`src/rtl/font_pkg.sv`:
```
// font_pkg: glyph-store geometry, upload FSM states and the address layout
// shared by the font loader and the character generator.
package font_pkg;
  localparam int GLYPH_ROWS = 12;
  localparam int GLYPH_COLS = 8;
  localparam int ALPHA_BITS = 3;
  localparam int CHAR_W = 8;
  localparam int ROW_W = 4;
  localparam int COL_W = 3;
  localparam int COUNT_W = 9;
  localparam int FONT_ADDR_W = CHAR_W + ROW_W + COL_W;
  localparam int ROW_WORD_W = GLYPH_COLS * ALPHA_BITS;
  localparam logic [COUNT_W-1:0] MAX_GLYPHS = 9'd256;

  typedef enum logic [1:0] {IDLE, WAIT_ROW, WRITE} state_t;

  function automatic logic [FONT_ADDR_W-1:0] font_addr(
    input logic [CHAR_W-1:0] ch,
    input logic [ROW_W-1:0]  row,
    input logic [COL_W-1:0]  col
  );
    return {ch, row, col};
  endfunction
endpackage

```
`src/rtl/font_row_serializer.sv`:
```
// font_row_serializer: shifts one packed glyph row out as eight alpha pixels,
// column 0 first; exposes next-cycle values so the parent can register them.
module font_row_serializer
  import font_pkg::*;
(
  input  logic                  i_clk,
  input  logic                  i_rst,
  input  logic                  i_load,
  input  logic                  i_step,
  input  logic [ROW_WORD_W-1:0] i_data,
  output logic [ALPHA_BITS-1:0] o_next_alpha,
  output logic [COL_W-1:0]      o_next_col,
  output logic                  o_last
);
  logic [ROW_WORD_W-1:0] shift_q, shift_d;
  logic [COL_W-1:0]      col_q, col_d;

  // a load wins over a step so a row can be reloaded on its own last column
  always_comb begin
    shift_d = i_load ? i_data : i_step ? shift_q >> ALPHA_BITS : shift_q;
    col_d   = i_load ? '0 : i_step ? col_q + 1'b1 : col_q;
  end

  always_ff @(posedge i_clk) begin
    if (i_rst) begin
      shift_q <= '0;
      col_q   <= '0;
    end else begin
      shift_q <= shift_d;
      col_q   <= col_d;
    end
  end

  assign o_next_alpha = shift_d[ALPHA_BITS-1:0];
  assign o_next_col   = col_d;
  assign o_last       = col_q == COL_W'(GLYPH_COLS - 1);
endmodule

```
`src/rtl/font_loader8x12.sv`:
```
// font_loader8x12: accepts packed glyph rows over valid/ready and writes them
// one alpha pixel per clock into the 8x12 font RAM.
module font_loader8x12
  import font_pkg::*;
(
  input  logic                   i_clk,
  input  logic                   i_rst,
  input  logic                   i_start,
  input  logic [CHAR_W-1:0]      i_first_char,
  input  logic [COUNT_W-1:0]     i_char_count,
  input  logic                   i_row_valid,
  input  logic [ROW_WORD_W-1:0]  i_row_data,
  output logic                   o_row_ready,
  output logic                   o_wr_en,
  output logic [FONT_ADDR_W-1:0] o_wr_addr,
  output logic [ALPHA_BITS-1:0]  o_wr_alpha,
  output logic                   o_busy,
  output logic                   o_done
);
  state_t                 state_q, state_d;
  logic [CHAR_W-1:0]      char_q, char_d;
  logic [ROW_W-1:0]       row_q, row_d;
  logic [COUNT_W-1:0]     rem_q, rem_d;
  logic [FONT_ADDR_W-1:0] addr_q, addr_d;
  logic [ALPHA_BITS-1:0]  alpha_q, alpha_d;
  logic                   done_q, done_d;
  logic                   writing, last_col, final_row, row_wrap, row_ready, hs;
  logic                   start_ok, launch;
  logic [ALPHA_BITS-1:0]  ser_next_alpha;
  logic [COL_W-1:0]       ser_next_col;
  logic                   ser_last;

  font_row_serializer u_ser (
    .i_clk        (i_clk),
    .i_rst        (i_rst),
    .i_load       (hs),
    .i_step       (writing),
    .i_data       (i_row_data),
    .o_next_alpha (ser_next_alpha),
    .o_next_col   (ser_next_col),
    .o_last       (ser_last)
  );

  always_ff @(posedge i_clk) begin
    if (i_rst) begin
      state_q <= IDLE;
      char_q  <= '0;
      row_q   <= '0;
      rem_q   <= '0;
      addr_q  <= '0;
      alpha_q <= '0;
      done_q  <= 1'b0;
    end else begin
      state_q <= state_d;
      char_q  <= char_d;
      row_q   <= row_d;
      rem_q   <= rem_d;
      addr_q  <= addr_d;
      alpha_q <= alpha_d;
      done_q  <= done_d;
    end
  end

  always_comb begin
    state_d = state_q;
    unique case (state_q)
      IDLE:     state_d = launch ? WAIT_ROW : IDLE;
      WAIT_ROW: state_d = hs ? WRITE : WAIT_ROW;
      WRITE:    state_d = !last_col ? WRITE : final_row ? IDLE : hs ? WRITE : WAIT_ROW;
      default:  state_d = IDLE;
    endcase
    char_d  = launch ? i_first_char : last_col && row_wrap ? char_q + 8'd1 : char_q;
    row_d   = launch ? '0 : last_col ? (row_wrap ? '0 : row_q + 4'd1) : row_q;
    rem_d   = launch ? (i_char_count > MAX_GLYPHS ? MAX_GLYPHS : i_char_count)
            : last_col && row_wrap ? rem_q - 9'd1 : rem_q;
    // address/alpha registers only move when a write is coming, so they hold otherwise
    addr_d  = state_d == WRITE ? font_addr(char_d, row_d, ser_next_col) : addr_q;
    alpha_d = state_d == WRITE ? ser_next_alpha : alpha_q;
    done_d  = (start_ok && i_char_count == '0) || (last_col && final_row);
  end

  always_comb begin
    start_ok    = state_q == IDLE && i_start;
    launch      = start_ok && i_char_count != '0;
    writing     = state_q == WRITE;
    last_col    = writing && ser_last;
    row_wrap    = row_q == ROW_W'(GLYPH_ROWS - 1);
    final_row   = rem_q == 9'd1 && row_wrap;
    row_ready   = state_q == WAIT_ROW || (last_col && !final_row);
    hs          = i_row_valid && row_ready;
    o_row_ready = row_ready;
    o_wr_en     = writing;
    o_wr_addr   = addr_q;
    o_wr_alpha  = alpha_q;
    o_busy      = state_q != IDLE;
    o_done      = done_q;
  end
endmodule

```
`config.mk`:
```
export PLATFORM = sky130hd
export DESIGN_NAME = font_loader8x12
export DESIGN_NICKNAME = d
export VERILOG_FILES = /design/src/rtl/font_pkg.sv /design/src/rtl/font_row_serializer.sv /design/src/rtl/font_loader8x12.sv
export SDC_FILE = /design/constraint.sdc
export NUM_CORES = 1
export LEC_CHECK = 0
export ABC_CLOCK_PERIOD_IN_PS = 2400
export CELL_PAD_IN_SITES_DETAIL_PLACEMENT = 0
export CELL_PAD_IN_SITES_GLOBAL_PLACEMENT = 2
export CORE_MARGIN = 8
export CORE_UTILIZATION = 30
export DETAILED_ROUTE_END_ITERATION = 10
export GPL_ROUTABILITY_DRIVEN = 0
export PLACE_DENSITY_LB_ADDON = 0.05
export SETUP_SLACK_MARGIN = 0.1
export SYNTH_ARGS = -nofsm -noshare
export SYNTH_HDL_FRONTEND = slang
export SYNTH_SLANG_ARGS = --single-unit
```
`constraint.sdc`:
```
create_clock -name i_clk -period 2.4 [get_ports i_clk]
set_clock_uncertainty 0.1 [all_clocks]
set_input_delay 0.48 -clock i_clk [delete_from_list [all_inputs] [get_ports i_clk]]
set_output_delay 0.48 -clock i_clk [all_outputs]
set_load 0.005 [all_outputs]
```
Word level (Yosys, flattened, before mapping)
Index checks and enable logic that the tools add are counted.
{"block": "op_classes", "n_addsub": 4, "n_mux": 17, "reduce_logical": 18, "n_lt_le_gt_ge": 1, "eq_ne": 6}
{"cell": "two-way mux 24 bit", "count": 2}
{"cell": "two-way mux 9 bit", "count": 3}
{"cell": "two-way mux 8 bit", "count": 2}
{"cell": "two-way mux 4 bit", "count": 3}
{"cell": "== test 9 x 1 -> 1 bit (second input constant)", "count": 1}
{"cell": "> comparator 9 bit (second input constant)", "count": 1}
{"cell": "logical AND 1 bit", "count": 9}
{"cell": "zero test 9 bit", "count": 1}
{"cell": "nonzero test 9 bit", "count": 1}
{"cell": "subtractor 9 x 1 -> 9 bit (second input constant)", "count": 1}
{"cell": "adder 8 x 1 -> 8 bit (second input constant)", "count": 1}
{"cell": "two-way mux 2 bit", "count": 3}
{"cell": "two-way mux 3 bit", "count": 2}
{"cell": "one-hot mux 2 bit (3 select lines)", "count": 1}
{"cell": "nonzero test 2 bit", "count": 3}
{"cell": "adder 4 x 1 -> 4 bit (second input constant)", "count": 1}
{"cell": "== test 2 bit (second input constant)", "count": 2}
{"cell": "== test 4 bit (second input constant)", "count": 1}
{"cell": "adder 3 x 1 -> 3 bit (second input constant)", "count": 1}
{"cell": "== test 3 bit (second input constant)", "count": 1}
{"cell": "== test 2 x 1 -> 1 bit (second input constant)", "count": 1}
{"cell": "zero test 2 bit", "count": 1}
{"cell": "logical OR 1 bit", "count": 2}
{"cell": "zero test 1 bit", "count": 1}
{"cell": "two-way mux 1 bit", "count": 1}
{"block": "totals", "register_bits": 69, "wordCells": 56, "input_bits": 45}

Longest topological paths before layout
Gate-level depths: netlist of run 1.
{"block": "depth", "ltp_word": 11, "mapped_depth": 9, "depth_no_buf": 7}

Cells and area by module
From an unflattened synthesis of run 1, not the netlist that was laid out.
{"block": "unflattened", "hier_cells": 364, "area_unflattened_um2": 3324.4}
{"mod": "font_loader8x12", "instances": 1, "area_each_um2": 2021.9, "cells_per_inst": 236}
{"mod": "font_row_serializer", "instances": 1, "area_each_um2": 1302.5, "cells_per_inst": 128}

Worst setup path after synthesis of run 1
No wires, ideal clock.
{"block": "synth_timing", "path_type": "input to register", "from": "in i_char_count[5]", "to": "reg addr_q[7], in the netlist o_wr_addr[7]", "path_stages": 6, "slack_ns": 0.293, "setup_time_ns": 0.130, "n_path_buf": 1, "arrival_ns": 1.877, "path_cell_list": "or4_4 -> o31ai_4 -> nand2_1 -> buf_2 -> o221ai_1 -> o31ai_1"}
{"block": "synth_via", "elab_chain_cells": 5}
{"element": "from (decl)", "line": "font_loader8x12.sv:10", "rtl": "input logic [COUNT_W-1:0] i_char_count,"}
{"element": "nonzero test 9 bit *", "line": "font_loader8x12.sv:84", "rtl": "launch = start_ok && i_char_count != '0;"}
{"element": "logical AND 1 bit *", "line": "font_loader8x12.sv:84"}
{"element": "two-way mux 1 bit", "line": "font_loader8x12.sv:67", "rtl": "IDLE: state_d = launch ? WAIT_ROW : IDLE;"}
{"element": "one-hot mux 2 bit (3 select lines)", "line": "font_loader8x12.sv:66", "rtl": "unique case (state_q)"}
{"element": "== test 2 bit", "line": "font_loader8x12.sv:77", "rtl": "addr_d = state_d == WRITE ? font_addr(char_d, row_d, ser_next_col) : addr_q;"}
{"element": "to (signal assigned)", "line": "font_loader8x12.sv:58", "rtl": "addr_q <= addr_d;"}
{"element": "to (decl)", "line": "font_loader8x12.sv:24", "rtl": "logic [FONT_ADDR_W-1:0] addr_q, addr_d;"}
Mark *: on every way between the ends. The rest lies on a longest branch, timed or not.
A chain may end at the register's enable or synchronous reset.

Worst setup path after layout of run 1
{"block": "layout_timing", "from": "reg rem_q[1]", "to": "out o_row_ready"}
{"block": "layout_via", "elab_chain_cells": 5}
{"element": "from (decl)", "line": "font_loader8x12.sv:23", "rtl": "logic [COUNT_W-1:0] rem_q, rem_d;"}
{"element": "from (signal assigned)", "line": "font_loader8x12.sv:57", "rtl": "rem_q <= rem_d;"}
{"element": "== test 9 x 1 -> 1 bit", "line": "font_loader8x12.sv:88", "rtl": "final_row = rem_q == 9'd1 && row_wrap;"}
{"element": "logical AND 1 bit", "line": "font_loader8x12.sv:88"}
{"element": "zero test 1 bit", "line": "font_loader8x12.sv:89", "rtl": "row_ready = state_q == WAIT_ROW || (last_col && !final_row);"}
{"element": "logical AND 1 bit", "line": "font_loader8x12.sv:89"}
{"element": "logical OR 1 bit", "line": "font_loader8x12.sv:89"}
{"element": "to (decl)", "line": "font_loader8x12.sv:13", "rtl": "output logic o_row_ready,"}
Every way passes these cells.

==> results by group, run 1 <==
Outcome
  • Status: completed

Yosys
  • Register area share after synthesis: 42.4%
  • Yosys cell types: 56
  • Net Count, Synth: 443
  • Top cell type's share of synthesized area: 42.4%
  • Primary FF master, synth: dfxtp_1
  • Leading post-synthesis cells by cell area: dfxtp_1 (42%), nand2_1 (7.6%), nor2_1 (6.7%), a311oi_1 (5.1%), a21oi_1 (2.8%)
  • Cell Area, Synth: 3260 um2
  • Synthesis-stage register bit count: 69
  • EDFF count, synth: 0
  • Largest area contributor in the netlist: dfxtp_1
  • Async SR Flop Fraction: 0%
  • Syn Area/Cell: 8.31 um2
  • Synth warnings: 0
  • Cells after synthesis: 392

Timing
  • Fin. Hold Viols: 0
  • Hold Slack: 0.352 ns
  • RSZ-0062 raised after global routing: yes
  • Max Fclk: 445 MHz
  • Period Utilization, post-route: 93.7%
  • Final setup vio count: 0
  • Slew margin rel.: 63.6%
  • Slew Limit Fails: 0
  • Total Neg Setup Slack: 0 ns
  • Fin crit period: 2.25 ns
  • Worst Tran Pin Value: 0.546 ns

Placement
  • Port bufs: 66
  • Placed Area: 4330 um2
  • Post-DP HPWL: 6950 um
  • Dpl cells: 616

Floorplan
  • Initial Utilization: 30.5%
  • Die ar.: 14500 um2
  • Die W: 120 um
  • Row Count: 38
  • IO Count: 67
  • Die span in y: 120 um
  • Core Area: 10700 um2

Final layout
  • Inserted Diodes: 0
  • Commonest non-fill, non-tap cell in the layout: dfxtp_1
  • Register area: 1380 um2
  • Area of the multi-input gates: 1790 um2
  • Non-filler cells, final: 634
  • Syn-to-layout area delta: 42.5%
  • Commonest cells after routing, fill and taps aside: dfxtp_1 (67), nand2_1 (65), clkdlybuf4s50_1 (64)
  • NumNets Final: 540
  • Fillers: 1125
  • Layout cells sized above 1: 17.6%
  • Final Cell Area: 4640 um2

CTS
  • Root Buffer: clkbuf_8
  • # hold bufs at CTS: 0
  • H-tree levels: 3
  • CTS sink cnt: 69
  • TritonCTS Buffers: 9
  • Clk_lat worst skew: 0.34 ns
  • Reg clk slew, reported paths: 0.08 ns
  • Clock buffer depth: 2
  • CTS tree: done

Detailed routing
  • Drt first pass iters: 4
  • DR vias: 3114
  • Post-route ant nets: 0
  • WL per Instance: 15.2 um
  • Routed wire length: 9620 um
  • # DRC: 0
  • Drt initial violations: 164
  • Drt via density: 4.91

Min path
  • Path type of the worst min-delay path: reg -> reg

Flow run
  • Max cap viols: 0

Global routing
  • Grt total ovfl: 0
  • Vias in the first global route: 3182
  • Tot GR Track Use: 13.7%
  • Maximum number of pins on one net before global-route repair: 29
  • Initial antenna violation count: 0
  • First-pass GRT wire length: 16000 um

Worst setup path
  • CP endpoint kind: output port
  • CP Class: reg -> out
  • Startpoint Class: flip-flop
  • Max FO, Critical Path: 2
  • Required time of the critical path: 1.82 ns
  • Crit path DAT: 1.67 ns

Pwr
  • Total Power: 0.00336 W
  • Leakage: 1.76 nW
  • P per Cell Area: 723 nW/um2
  • VDD IR-drop max: 0.307 mV
## cells by family (layout without fill, tap and decap cells)
logic type               after synthesis  in the layout  share of synthesized area (%)
flip-flops                            69             69                           42.4
AND/OR/NAND/NOR                      183            183                           26.5
XOR/XNOR                              10             10                           2.69
AO/OA/AOI/OAI                         83             83                           19.0
adder cells (fa/ha/maj)                6              6                           2.30
buffers and inverters                 34            136                           4.99
multiplexers                           7              7                           2.15
## routing by layer
layer  part of all wire, %  GRT usage (%)  vias to the layer above
met5                     0              0                        -
met4                   1.3           4.45                        0
met3                   4.6           3.82                        9
met2                    47           22.7                       58
met1                    47           17.0                     1451
li1                      -              -                     1596
## state kept, by name, summed over array words and instances (netlist names)
signal	flops
u_ser.shift_q	24
o_wr_addr	15
rem_q	9
char_q	8
row_q	4
o_wr_alpha	3
u_ser.col_q	3
state_q	2
o_done	1
## Yosys cell counts (3+ instances only)
cell type,instances
dfxtp_1,69
nand2_1,66
nor2_1,58
a311oi_1,19
a21oi_1,18
nor3_1,16
clkbuf_1,15
a211oi_1,10
buf_2,7
mux2i_1,7
xnor2_1,7
ha_1,6
nand4_1,6
inv_1,5
and3b_1,4
nand3_1,4
nand3b_1,4
o21ai_0,4
o31ai_1,4
a22oi_1,3
a31oi_1,3
buf_4,3
nand2b_1,3
nor4_1,3
o21a_1,3
xor2_1,3
## report_power, final
part / total (W) / internal [W] / switching, W
Clock: 0.00109 / 0.000640 / 0.000450
Combinational: 0.000907 / 0.000465 / 0.000441
Sequential: 0.00136 / 0.00128 / 0.0000837
Total: 0.00336 / 0.00238 / 0.000975
## final cells by class
cell class	count	area share, %
Timing Repair Buffer	114	22.5
Inverter	6	0.485
Multi-Input combinational cell	289	38.6
Sequential cell	69	29.8
Tap cell	140	3.77
Clock buffer	12	3.34
Clock inverter	4	1.51
## per-stage QoR
stage | utilization (%) | worst slack (ns)
finish | 43.4 | 0.151
global route | 43.4 | 0.0407
CTS | 43.0 | 0.111
detailed placement | 40.4 | -0.294
global placement | 40.4 | -0.198
floorplan | - | 0.293
## worst paths after layout
kind | from | end | slack, ns | cells after the start
hold reg to reg | o_wr_addr[9] | o_wr_addr[9] | 0.35 | 2
setup / recovery | rem_q[1] | o_row_ready | 0.15 | 7
hold / removal | o_wr_addr[9] | o_wr_addr[9] | 0.35 | 2
setup reg to reg | u_ser.col_q[0] | o_wr_addr[13] | 0.33 | 8
## worst max-delay path, cell delays in order, from the launching register on
cell and delay (ns):
dfxtp_2 0.33, inv_2 0.07, ha_4 0.14, nor4b_4 0.17, buf_4 0.16, a31oi_4 0.07, or2_4 0.26, buf_6 0.12
## what timing repair did
| item | in CTS | in global routing |
|---|---|---|
| gates resized for setup | 14 | 9 |
| setup endpoints to repair | 2 | 14 |
| pin swaps | 1 | 3 |
| buffers inserted | 1 | 1 |
(Power assumes the default switching activity.)
==> run 2: changes to the inputs <==
- ABC_CLOCK_PERIOD_IN_PS: 2400 -> not set
- SKIP_LAST_GASP: not set -> 1
- clock period: 2.4 -> 2.55 ns (I/O delays scaled with it)
==> run 2 against run 1 <==
Compared with the run above: clock power shrank 11%; wire length shrank 0.20%; worst setup slack gained 0.034 ns; critical path depth shrank 1; core utilization shrank 1.4 points; sequential power shrank 4%; largest cell class unchanged.
==> results by group, run 2 (synthesized netlist as in run 1, its figures left out) <==
Detailed routing
  • WL per Instance: 15.4 um (+1.6%)
  • DR vias: 3068 (-1.5%)
  • Drt first pass iters: 4 (unchanged)
  • # DRC: 0 (unchanged)
  • Post-route ant nets: 0 (unchanged)
  • Drt via density: 4.92 (+0.26%)
  • Drt initial violations: 156 (-4.9%)
  • Routed wire length: 9600 um (-0.20%)

Outcome
  • Status: completed

Timing
  • Setup ws final: 0.185 ns (+0.0337 ns)
  • Max Fclk: 423 MHz
  • Worst Tran Pin Value: 0.553 ns (+0.00648 ns)
  • Period Utilization, post-route: 92.8%
  • Fin. Hold Viols: 0 (unchanged)
  • Slew margin rel.: 63.2% (-0.43 points)
  • Hold Slack: 0.356 ns (+0.00390 ns)
  • Slew Limit Fails: 0 (unchanged)
  • Fin crit period: 2.37 ns
  • RSZ-0062 raised after global routing: no
  • Final setup vio count: 0 (unchanged)

Worst setup path
  • Startpoint Class: input port
  • Slowest stage cell, crit path: or4_4
  • CP Class: in -> reg
  • Delay-heaviest family, CP: simple AND/OR/NAND/NOR gates
  • CP Buf/Inv Count: 1 (-2)
  • CP max stage delay: 0.57 ns (+0.24 ns)
  • Crit path cell chain: clkdlybuf4s50_1 -> or4_4 -> o31ai_4 -> nand2_1 -> or3_1 -> a21oi_1
  • Max FO, Critical Path: 7 (+5)
  • CP endpoint kind: flip-flop
  • Crit path DAT: 2.55 ns (+0.88 ns)
  • Required time of the critical path: 2.74 ns (+0.92 ns)

CTS
  • Clk_lat worst skew: 0.35 ns (about the same)
  • Root Buffer: clkbuf_8
  • Reg clk slew, reported paths: 0.08 ns (about the same)
  • H-tree levels: 3 (unchanged)
  • CTS tree: done
  • TritonCTS Buffers: 9 (unchanged)
  • CTS sink cnt: 69 (unchanged)
  • Clock buffer depth: 2 (unchanged)
  • Postcts setup bufs: 0 (-1)

Floorplan
  • IO Count: 67 (unchanged)
  • Die W: 120 um (unchanged)
  • Die ar.: 14500 um2 (unchanged)
  • Row Count: 38 (unchanged)
  • Core Area: 10700 um2 (unchanged)
  • Initial Utilization: 30.5% (unchanged)
  • Die span in y: 120 um (unchanged)

Final layout
  • Commonest non-fill, non-tap cell in the layout: dfxtp_1
  • Syn-to-layout area delta: 37.8%
  • Largest register FFs: 24 (unchanged)
  • Fillers: 1128 (+0.27%)
  • Area of the multi-input gates: 1750 um2 (-2.3%)
  • Inserted Diodes: 0 (unchanged)
  • NumNets Final: 529 (-2.0%)
  • Layout cells sized above 1: 14.5% (-3.1 points)
  • Util after Layout: 42.0% (-1.4 points)
  • Biggest register: u_ser.shift_q
  • Commonest cells after routing, fill and taps aside: dfxtp_1 (68), nand2_1 (66), clkdlybuf4s50_1 (64)
  • Register area: 1380 um2 (about the same)

Global routing
  • Maximum number of pins on one net before global-route repair: 48 (+66%)
  • Grt total ovfl: 0 (unchanged)
  • Vias in the first global route: 3064 (-3.7%)
  • Tot GR Track Use: 13.7% (-0.033 points)
  • Initial antenna violation count: 0 (unchanged)
  • First-pass GRT wire length: 15900 um (-0.43%)

Placement
  • Post-DP HPWL: 6720 um (-3.2%)
  • Port bufs: 66 (unchanged)
  • Pre-CTS setup slack: -0.198 ns (+0.0953 ns)

Pwr
  • P per Cell Area: 683 nW/um2 (-5.5%)
  • Leakage: 1.69 nW (-3.9%)
  • VDD IR-drop max: 0.373 mV (+22%)

Min path
  • Path type of the worst min-delay path: reg -> reg

Flow run
  • Max cap viols: 0 (unchanged)
-- run 2: cell types whose count changed in the layout (fill, tap and decap cells not counted), sizes merged --
cell    before  now
buf         50   39
clkinv       2    3
clkbuf      12   11
-- run 2: final cells by class --
cell class                      instances  share of cell area (%)
Sequential cell                        69                    30.8
Clock inverter                          5                    1.67
Tap cell                              140                    3.90
Multi-Input combinational cell        289                    39.0
Clock buffer                           11                    2.93
Timing Repair Buffer                  103                    21.2
Inverter                                6                   0.502
-- run 2: metal layers --
| layer | wire length [um] | vias to the layer above | track usage (%) |
|---|---|---|---|
| li1 | - | 1570 | - |
| met1 | 4480 | 1435 | 16.4 |
| met2 | 4510 | 53 | 22.7 |
| met3 | 497 | 10 | 4.80 |
| met4 | 108 | 0 | 4.06 |
| met5 | 0 | - | 0 |
-- run 2: report_power, final --
| group | total, W | internal [W] | leakage, nW | switching [W] |
|---|---|---|---|---|
| combinational | 0.000802 | 0.000409 | 1.02 | 0.000393 |
| sequential | 0.00130 | 0.00120 | 0.564 | 0.0000920 |
| clock | 0.000971 | 0.000547 | 0.107 | 0.000424 |
-- run 2: worst register-to-register path, stage by stage (launching register included) --
cell	delay (ns)
dfxtp_1	0.37
ha_1	0.19
and3b_1	0.23
buf_4	0.18
nand2_1	0.16
nand2_1	0.30
buf_4	0.18
a21oi_1	0.05
a2111oi_0	0.36
-- run 2: path summary, 6_finish.rpt --
kind              slack [ns]  cells past startpoint            start            to
hold / removal          0.36                      2     o_wr_addr[3]  o_wr_addr[3]
setup / recovery        0.18                      6  i_char_count[5]  o_wr_addr[6]
hold reg to reg         0.36                      2     o_wr_addr[3]  o_wr_addr[3]
setup reg to reg        0.31                      8         row_q[0]      rem_q[6]
-- run 2: what timing repair did --
item | in CTS | in global routing
hold endpoints to repair | 0 | 0
hold buffers | 0 | 0
resized for setup | 8 | 4
endpoints found under the setup margin | 1 | 3
-- run 2: per-stage QoR --
step	cells	power [W]	TNS (ns)	area, um2
2_1_floorplan	392	0.00173	0	3260
3_3_place_gp	607	0.00212	-0.812	4260
3_5_place_dp	607	0.00213	-1.52	4260
4_1_cts	623	0.00313	0	4480
5_1_grt	623	0.00327	0	4490
6_report	623	0.00307	0	4490
==> run 3: changes to the inputs <==
- CORE_ASPECT_RATIO: not set -> 0.6
==> run 3 against run 2 <==
Compared with the run above: via count shrank 0.68%; combinational power is essentially flat; worst hold slack lost 0.0021 ns; global-route usage shrank 0.20 points; critical path depth shrank 3; maximum frequency shrank 0.73%; clock-buffer cell count is the same; register-to-register slack is essentially flat; critical endpoint is now o_wr_en; highest routed layer unchanged.
==> results by group, run 3 (synthesized netlist as in run 1, its figures left out) <==
Final layout
  • Layout cells sized above 1: 12.8% (-1.7 points)
  • Inserted Diodes: 0 (unchanged)
  • Commonest non-fill, non-tap cell in the layout: dfxtp_1
  • Syn-to-layout area delta: 38.4%
  • Non-filler cells, final: 615 (-1.3%)
  • Util after Layout: 42.7% (+0.72 points)
  • NumNets Final: 522 (-1.3%)
  • Biggest register: u_ser.shift_q
  • Largest register FFs: 24 (unchanged)
  • Fillers: 1078 (-4.4%)
  • Final Cell Area: 4510 um2 (+0.39%)
  • Commonest cells after routing, fill and taps aside: dfxtp_1 (68), nand2_1 (66), clkdlybuf4s50_1 (64)

Floorplan
  • Initial Utilization: 30.9% (+0.40 points)
  • Die ar.: 14600 um2 (+0.76%)
  • Die span in y: 96.7 um (-20%)
  • Core Area: 10600 um2 (-1.3%)
  • Die W: 151 um (+25%)
  • IO Count: 67 (unchanged)
  • Row Count: 29 (-24%)

Timing
  • Max Fclk: 420 MHz (-0.73%)
  • Fin. Hold Viols: 0 (unchanged)
  • RSZ-0062 raised after global routing: yes
  • Hold Slack: 0.354 ns (-0.00208 ns)
  • Fin crit period: 2.38 ns (+0.0174 ns)
  • Slew Limit Fails: 0 (unchanged)
  • Worst Tran Pin Value: 0.446 ns (-0.107 ns)
  • Final setup vio count: 0 (unchanged)
  • Period Utilization, post-route: 93.4% (+0.68 points)
  • Slew margin rel.: 70.1% (+6.9 points)

Worst setup path
  • R2r startpoint: u_ser.col_q[0]
  • R2R Setup Slk: 0.31 ns (about the same)
  • CP Buf/Inv Count: 2 (+1)
  • Crit path cell chain: nand2b_1 -> inv_2 -> clkdlybuf4s50_1
  • Delay-heaviest family, CP: buffers and inverters
  • Slowest stage cell, crit path: clkdlybuf4s50_1
  • Crit path DAT: 1.77 ns (-0.78 ns)
  • Max FO, Critical Path: 14 (+7)
  • R2R depth: 9 (+1)
  • Required time of the critical path: 1.94 ns (-0.80 ns)
  • Reg2reg end: rem_q[6]
  • CP max stage delay: 0.57 ns (about the same)
  • Startpoint Class: flip-flop
  • CP endpoint kind: output port
  • CP Class: reg -> out

Pwr
  • Int Pwr: 0.00226 W (+4.6%)
  • Part of the power in registers: 40.7% (-1.5 points)
  • Gate power share: 25.0% (-1.1 points)
  • VDD IR-drop max: 0.378 mV (+1.4%)
  • Leakage: 1.68 nW (-0.37%)
  • Clk network pwr share: 34.4% (+2.8 points)
  • Total Power: 0.00320 W (+4.3%)
  • P per Cell Area: 710 nW/um2 (+3.9%)
  • Switching pwr: 0.000942 W (+3.7%)
  • Sw Share: 29.4% (-0.19 points)

Min path
  • Path type of the worst min-delay path: reg -> reg
  • HP Start: o_wr_addr[13]
  • Hold depth: 2 (unchanged)
  • Worst Hold End: o_wr_addr[13]

Global routing
  • Vias in the first global route: 3070 (+0.20%)
  • First-pass GRT wire length: 15900 um (about the same)
  • Maximum number of pins on one net before global-route repair: 65 (+35%)
  • Tot GR Track Use: 13.5% (-0.20 points)
  • Grt total ovfl: 0 (unchanged)
  • Initial antenna violation count: 0 (unchanged)

Detailed routing
  • Drt first pass iters: 4 (unchanged)
  • DR vias: 3047 (-0.68%)
  • WL per Instance: 15.9 um (+3.2%)
  • Post-route ant nets: 0 (unchanged)
  • Drt via density: 4.95 (+0.61%)
  • # DRC: 0 (unchanged)
  • Routed wire length: 9780 um (+1.9%)
  • Drt initial violations: 127 (-19%)

CTS
  • CTS tree: done
  • TritonCTS Buffers: 9 (unchanged)
  • Clk_lat worst skew: 0.32 ns (-0.03 ns)
  • Clock buffer depth: 2 (unchanged)
  • H-tree levels: 3 (unchanged)
  • Reg clk slew, reported paths: 0.05 ns (-0.03 ns)
  • Root Buffer: clkbuf_16
  • CTS sink cnt: 69 (unchanged)
  • Postcts setup bufs: 0 (unchanged)

Outcome
  • Status: completed

Flow run
  • Max cap viols: 0 (unchanged)

Placement
  • Post-DP HPWL: 6980 um (+3.8%)
  • Placed Area: 4210 um2 (-1.3%)
  • Dpl cells: 599 (-1.3%)
  • Port bufs: 66 (unchanged)
-- run 3: cell type report --
type | count | area, um2 | area share, %
multi-input cells | 289 | 1760 | 39.0
flip-flops and latches | 69 | 1380 | 30.7
repair buffers | 96 | 911 | 20.2
clock buffers | 11 | 233 | 5.16
well taps | 139 | 174 | 3.86
clock inverters | 5 | 27.5 | 0.611
inverters | 6 | 22.5 | 0.500
-- run 3: power by group through the flow --
stage / sequential, W / clock [W] / combinational, W
floorplan: 0.00130 / 0 / 0.000434
global placement: 0.00132 / 0 / 0.000790
detailed placement: 0.00132 / 0 / 0.000796
CTS: 0.00130 / 0.00113 / 0.000805
global route: 0.00132 / 0.00119 / 0.000896
finish: 0.00130 / 0.00110 / 0.000799
-- run 3: worst register-to-register path, delay by kind of cell, from the launching register on --
| kind | cells | cell delay (ns) |
|---|---|---|
| and+or+nand+nor | 3 | 0.55 |
| buffers and inverters | 2 | 0.33 |
| AOI/OAI and AO/OA | 2 | 0.41 |
| adders and majority gates | 2 | 0.36 |
| DFF | 1 | 0.38 |
-- run 3: worst max path at each step --
stage	cells past startpoint	slack [ns]	endpoint	start
after floorplan	6	0.41	o_wr_addr[7]	i_char_count[5]
after global placement	6	-0.06	o_wr_addr[6]	i_char_count[5]
after detailed placement	6	-0.14	o_wr_addr[7]	i_char_count[5]
after CTS	3	0.12	o_wr_en	state_q[1]
after global routing	7	0.05	o_row_ready	rem_q[1]
final	3	0.17	o_wr_en	state_q[0]
-- run 3: stage by stage --
step	setup TNS, ns	worst slack (ns)
floorplan	0	0.413
global placement	-0.178	-0.0645
detailed placement	-0.672	-0.139
CTS	0	0.120
global route	0	0.0480
finish	0	0.167
-- run 3: repair_timing --
item / 4_1_cts / 5_1_grt
gates cloned: 0 / 0
hold buffers: 0 / 0
setup endpoints to repair: 1 / 13
resized for setup: 6 / 6
-- run 3: routing by layer --
metal / global-route usage (%) / vias up / wire (um)
met4: 3.75 / 0 / 90
met5: 0 / - / 0
li1: - / 1566 / -
met1: 19.6 / 1419 / 5290
met2: 18.7 / 54 / 3920
met3: 3.86 / 8 / 478
